$ cat config.mk
export PLATFORM = sky130hd
export DESIGN_NAME = echo_delay_ctrl
export DESIGN_NICKNAME = d
export VERILOG_FILES = /design/src/rtl/echo_delay_ctrl.sv
export SDC_FILE = /design/constraint.sdc
export NUM_CORES = 1
export LEC_CHECK = 0
export CORE_MARGIN = 2
export CORE_UTILIZATION = 40
export CTS_CLUSTER_SIZE = 14
export DETAILED_ROUTE_END_ITERATION = 16
export PLACE_DENSITY = 0.66
export SYNTH_ARGS = -nofsm -noshare
export SYNTH_HDL_FRONTEND = slang
export SYNTH_SLANG_ARGS = --single-unit
$ cat constraint.sdc
create_clock -name clk -period 2.7 [get_ports clk]
set_clock_uncertainty 0.1 [all_clocks]
set_input_delay 0.27 -clock clk [delete_from_list [all_inputs] [get_ports clk]]
set_output_delay 0.27 -clock clk [all_outputs]
set_load 0.03 [all_outputs]
$ cat src/rtl/echo_delay_ctrl.sv
// Echo delay-line controller: one read-modify-write slot per codec sample
// against a single-port delay RAM, producing the delayed echo sample.
module echo_delay_ctrl #(
   parameter int ADDR_W = 16,
   parameter int DATA_W = 16
) (
   input  logic              clk,
   input  logic              reset,
   input  logic              new_sample_ready,
   input  logic [DATA_W-1:0] sample_in,
   input  logic [ADDR_W-1:0] delay_len,
   input  logic              echo_enable,
   output logic [ADDR_W-1:0] ram_addr,
   output logic              ram_we,
   output logic [DATA_W-1:0] ram_din,
   input  logic [DATA_W-1:0] ram_dout,
   output logic [DATA_W-1:0] echo_sample,
   output logic              echo_valid,
   output logic              primed,
   output logic              busy,
   output logic              overrun
);

   typedef enum logic [2:0] {IDLE, RD, RDW, WR, DONE} state_t;

   state_t            state, state_nx;
   logic              nsr_q;
   logic              pending;
   logic [ADDR_W-1:0] wr_ptr, rd_ptr, fill_cnt, delay_q;
   logic [DATA_W-1:0] samp_q, pend_q, rd_q, echo_q, echo_new;
   logic              primed_q, overrun_q, we_raw;
   logic              req, start;

   assign req    = new_sample_ready & ~nsr_q;
   assign start  = (state == IDLE) & (req | pending);
   assign rd_ptr = wr_ptr - delay_q;

   always_comb begin
      state_nx = state;
      ram_addr = wr_ptr;
      we_raw   = 1'b0;
      case (state)
         IDLE: if (req || pending) state_nx = RD;
         RD: begin
            ram_addr = rd_ptr;
            state_nx = RDW;
         end
         RDW: begin
            ram_addr = rd_ptr;
            state_nx = WR;
         end
         WR: begin
            we_raw   = 1'b1;
            state_nx = DONE;
         end
         DONE:    state_nx = IDLE;
         default: state_nx = IDLE;
      endcase
   end

   // Write strobe is masked by reset directly so an abort in WR never writes.
   assign ram_we  = we_raw & ~reset;
   assign ram_din = samp_q;

   // Zero delay means the echo is the sample being written this slot.
   assign echo_new    = (echo_enable && primed_q) ?
                        ((delay_q == '0) ? samp_q : rd_q) : '0;
   assign echo_valid  = (state == DONE);
   assign echo_sample = echo_valid ? echo_new : echo_q;
   assign primed      = primed_q;
   assign busy        = (state != IDLE);
   assign overrun     = overrun_q;

   always_ff @(posedge clk) begin
      if (reset) begin
         state     <= IDLE;
         nsr_q     <= 1'b1;
         pending   <= 1'b0;
         wr_ptr    <= '0;
         fill_cnt  <= '0;
         delay_q   <= '0;
         samp_q    <= '0;
         pend_q    <= '0;
         rd_q      <= '0;
         echo_q    <= '0;
         primed_q  <= 1'b0;
         overrun_q <= 1'b0;
      end else begin
         state     <= state_nx;
         nsr_q     <= new_sample_ready;
         overrun_q <= req & pending;

         if (start) begin
            delay_q <= delay_len;
            if (delay_len != delay_q) begin
               fill_cnt <= '0;
               primed_q <= 1'b0;
            end
            if (pending) begin
               samp_q  <= pend_q;
               pending <= 1'b0;
            end else begin
               samp_q <= sample_in;
            end
         end else if (req && !pending) begin
            pending <= 1'b1;
            pend_q  <= sample_in;
         end

         // primed for this slot reflects fill level before its own write.
         if (state == WR) begin
            rd_q     <= ram_dout;
            primed_q <= (fill_cnt >= delay_q);
            if (fill_cnt < delay_q) fill_cnt <= fill_cnt + 1'b1;
            wr_ptr   <= wr_ptr + 1'b1;
         end

         if (state == DONE) echo_q <= echo_new;
      end
   end

endmodule

==> metrics.md, run 1 <==
| Metric | Value |
|---|---|
| Status | `complete, but fails checks` |
| Violations in the final reports | `setup timing` |
| Setup TNS after final layout | `-1.72 ns` |
| Crit path max-delay cell type | `or3b_4` |
| Number of buffers added by the clock tree synthesis step | `17` |
| Clk Latency, worst-skew pair | `0.43 ns` |
| Cell type with the highest aggregate area in the netlist | `dfxtp_1` |
| Pins over their slew limit | `0` |
| Floorplan core area | `15800 µm²` |
| Total wire length after detailed routing | `19600 µm` |
| Sinks on Clock Net | `119` |
| Input/output buffers | `104` |
| Setup slack of the critical path after layout | `-0.337 ns` |
| Type of element capturing the critical path | `output pin` |
| Min Clock Period, post-route | `3.04 ns` |
| Number of cells in the design after placement | `1170` |
| WP data required | `2.33 ns` |
| FFs w/ async S/R, synth | `0` |
| Worst vdd ir | `0.384 mV` |
| Fraction of the yosys area taken by sequential cells | `0.370` |
| Vias in the first global route | `5741` |
| Leading post-synthesis cells by cell area | `dfxtp_1 37%, nand2_1 9.8%, ha_1 6.4%` |
| Upper clock frequency limit | `329 MHz` |
| Remaining design rule violation count | `0` |
| CP startpoint kind | `flop` |
| Critical path start-end classification | `flop to output pin` |
| Max_cap viols | `0` |
| Row Count | `46` |
| Die span in y | `131 µm` |
| Kind of cell adding the most delay to the critical path | `compound AO/OA/AOI/OAI gates` |
| Placement-stage worst setup slack | `-0.315 ns` |
| Synth Instances | `807` |
| Signal arrival time at the worst endpoint | `2.67 ns` |
| CTS tree | `yes` |
| Max FO, Critical Path | `2` |
| Hold crit path type | `input pin to flop` |
| Hold Violations, Final | `0` |
| H-tree depth | `4` |
| GRT Total Usage | `0.224` |
| Antenna Violating Nets Remaining | `0` |
| Clock-pin slew of the registers on the worst-case setup and hold paths | `0.06 ns` |
| Crit-path cells | `inv_2, ha_4, nor3_4, buf_6, or3b_4, a311oi_4, buf_4, o2111ai_4, a211o_1, nand3_2, buf_6` |
| Setup repair after global routing missed its margin | `true` |
| Via density | `5.29` |
| EDFF count, synth | `0` |
| Count of cell types in the netlist | `64` |
| Final critical-path share of the clock period | `1.12` |
| Layout Area Growth over Synthesis | `46.7%` |
| Total die area | `17100 µm²` |
| 1st-iter DRT viols | `577` |
| Half-perimeter wire length after detailed placement | `13700 µm` |
| Placer's final routability congestion estimate | `0.840` |
| Commonest cells post-synth | `168 x nand2_1, 119 x dfxtp_1, 69 x a21oi_1` |
| Detailed Routing Iterations Pass 1 | `5` |
| First-pass GRT wire length | `29700 µm` |
| Overall overflow remaining after global route | `0` |
| Avg WL per Cell | `16.0 µm` |
| I/O pin total | `105` |
| Most used flip-flop cell after synthesis | `dfxtp_1` |
| Area share of the largest cell type after synthesis | `0.370` |
| Post-Syn Nets | `893` |
| Final setup violation count | `9` |
| Mean Syn Cell Area | `7.98 µm²` |
| Total of hold buffers inserted after clock tree synthesis | `0` |
| Power density over the cells | `560 nW/µm²` |
| Vias | `6483` |
| Bufs and invs on worst path | `4` |
| Cell area after technology mapping | `6440 µm²` |
| Cell leakage power | `3.67 nW` |
| Initial core utilization | `0.407` |
| Slew headroom | `0.629` |
| Largest net degree at the start of global routing | `45` |
| Die X | `131 µm` |
| Root buffer selected by CTS | `clkbuf_16` |
| Count of non-filler cells in the finished layout | `1226` |
| Post-synthesis register bit count | `119` |
| Share of final-layout standard cells stronger than drive strength 1 | `0.252` |
| Total Nets Final | `1083` |
| Most frequently used cell type in the post-synthesis netlist | `nand2_1` |
| Design Power | `5.29 mW` |
| CP most frequent cell | `buf_6` |
| Number of diodes | `0` |
| Yosys warning count | `0` |
| Antenna violations before repair | `0` |
| Max clock buf depth | `2` |
| Biggest cell delay along the critical path | `0.40 ns` |
| Worst Max-Slew Pin Slew | `0.555 ns` |
state kept, by name (all words and copies together), names as in the netlist, 3 cells and up:
name / flops
state: 3
echo_q: 16
delay_q: 16
pend_q: 16
fill_cnt: 16
wr_ptr: 16
ram_din: 16
rd_q: 16
logic make-up after synthesis:
logic type               Yosys count  share of synthesized area
AND/OR/NAND/NOR                  341                      0.248
AO/OA/AOI/OAI                    175                      0.171
buffers and inverters             69                     0.0433
adder cells (fa/ha/maj)           34                     0.0672
flip-flops                       119                      0.370
multiplexers                      34                     0.0530
XOR/XNOR                          35                     0.0476
power breakdown:
part	switching [mW]	internal, mW	total [mW]
Combinational	0.531	0.475	1.01
Sequential	0.0367	1.80	1.83
Clock	0.952	1.50	2.45
area by class of cell:
| class | count | area (µm²) |
|---|---|---|
| Fill cell | 1393 | 6380 |
| Multi-Input combinational cell | 620 | 4210 |
| Sequential cell | 119 | 2390 |
| Timing Repair Buffer | 211 | 1830 |
| Clock buffer | 17 | 425 |
| Tap cell | 216 | 270 |
| Clock inverter | 15 | 205 |
| Inverter | 28 | 110 |
metal layers:
metal	routed length (µm)	global-route usage
met1	9430	0.322
met2	8800	0.335
met3	1100	0.0464
met4	300	0.0757
met5	0	0
final timing paths:
| check | cells after the start | from | to | slack, ns |
|---|---|---|---|---|
| min reg2reg | 2 | pend_q[15]$_SDFFE_PP0P_ | pend_q[15]$_SDFFE_PP0P_ | 0.35 |
| max | 11 | delay_q[5]$_SDFFE_PP0P_ | ram_addr[13] | -0.34 |
| max reg2reg | 12 | delay_q[5]$_SDFFE_PP0P_ | fill_cnt[3]$_SDFF_PP0_ | 0.02 |
| min | 2 | reset | fill_cnt[1]$_SDFF_PP0_ | 0.15 |
cell usage in the layout (no fill, tap or decap), drive strengths merged, types with 7 or more instances in the layout:
cell           count
or3               12
ha                33
buf              140
xor2              28
a31oi             14
nand4             11
clkbuf            17
nor2              52
nand3             25
nand2            169
and3               9
nor2b             21
o21ai             37
a21oi             71
dfxtp            119
inv               38
nor3              15
xnor2              7
clkdlybuf4s50     71
nor4              11
mux2i             33
a211oi            18
metrics by stage:
stage / utilization / cell area [µm²] / hold WS (ns)
floorplan: - / 6450 / 0.277
global placement: 0.515 / 8160 / 0.341
global route: 0.597 / 9450 / 0.172
finish: 0.597 / 9450 / 0.149
detailed placement: 0.515 / 8160 / 0.346
CTS: 0.581 / 9190 / 0.135
repair_timing:
item	CTS	global route
pin swaps	29	25
buffers inserted	15	10
gates cloned	0	1
gates resized for setup	71	36
setup endpoints to repair	14	28
No activity file was read; power rests on OpenSTA's default activity.
==> run 2, diff against run 1 <==
- SLEW_MARGIN: unset -> 20
==> results of run 2 <==
The final DEF is identical to that of run 1; final timing and power are the same.
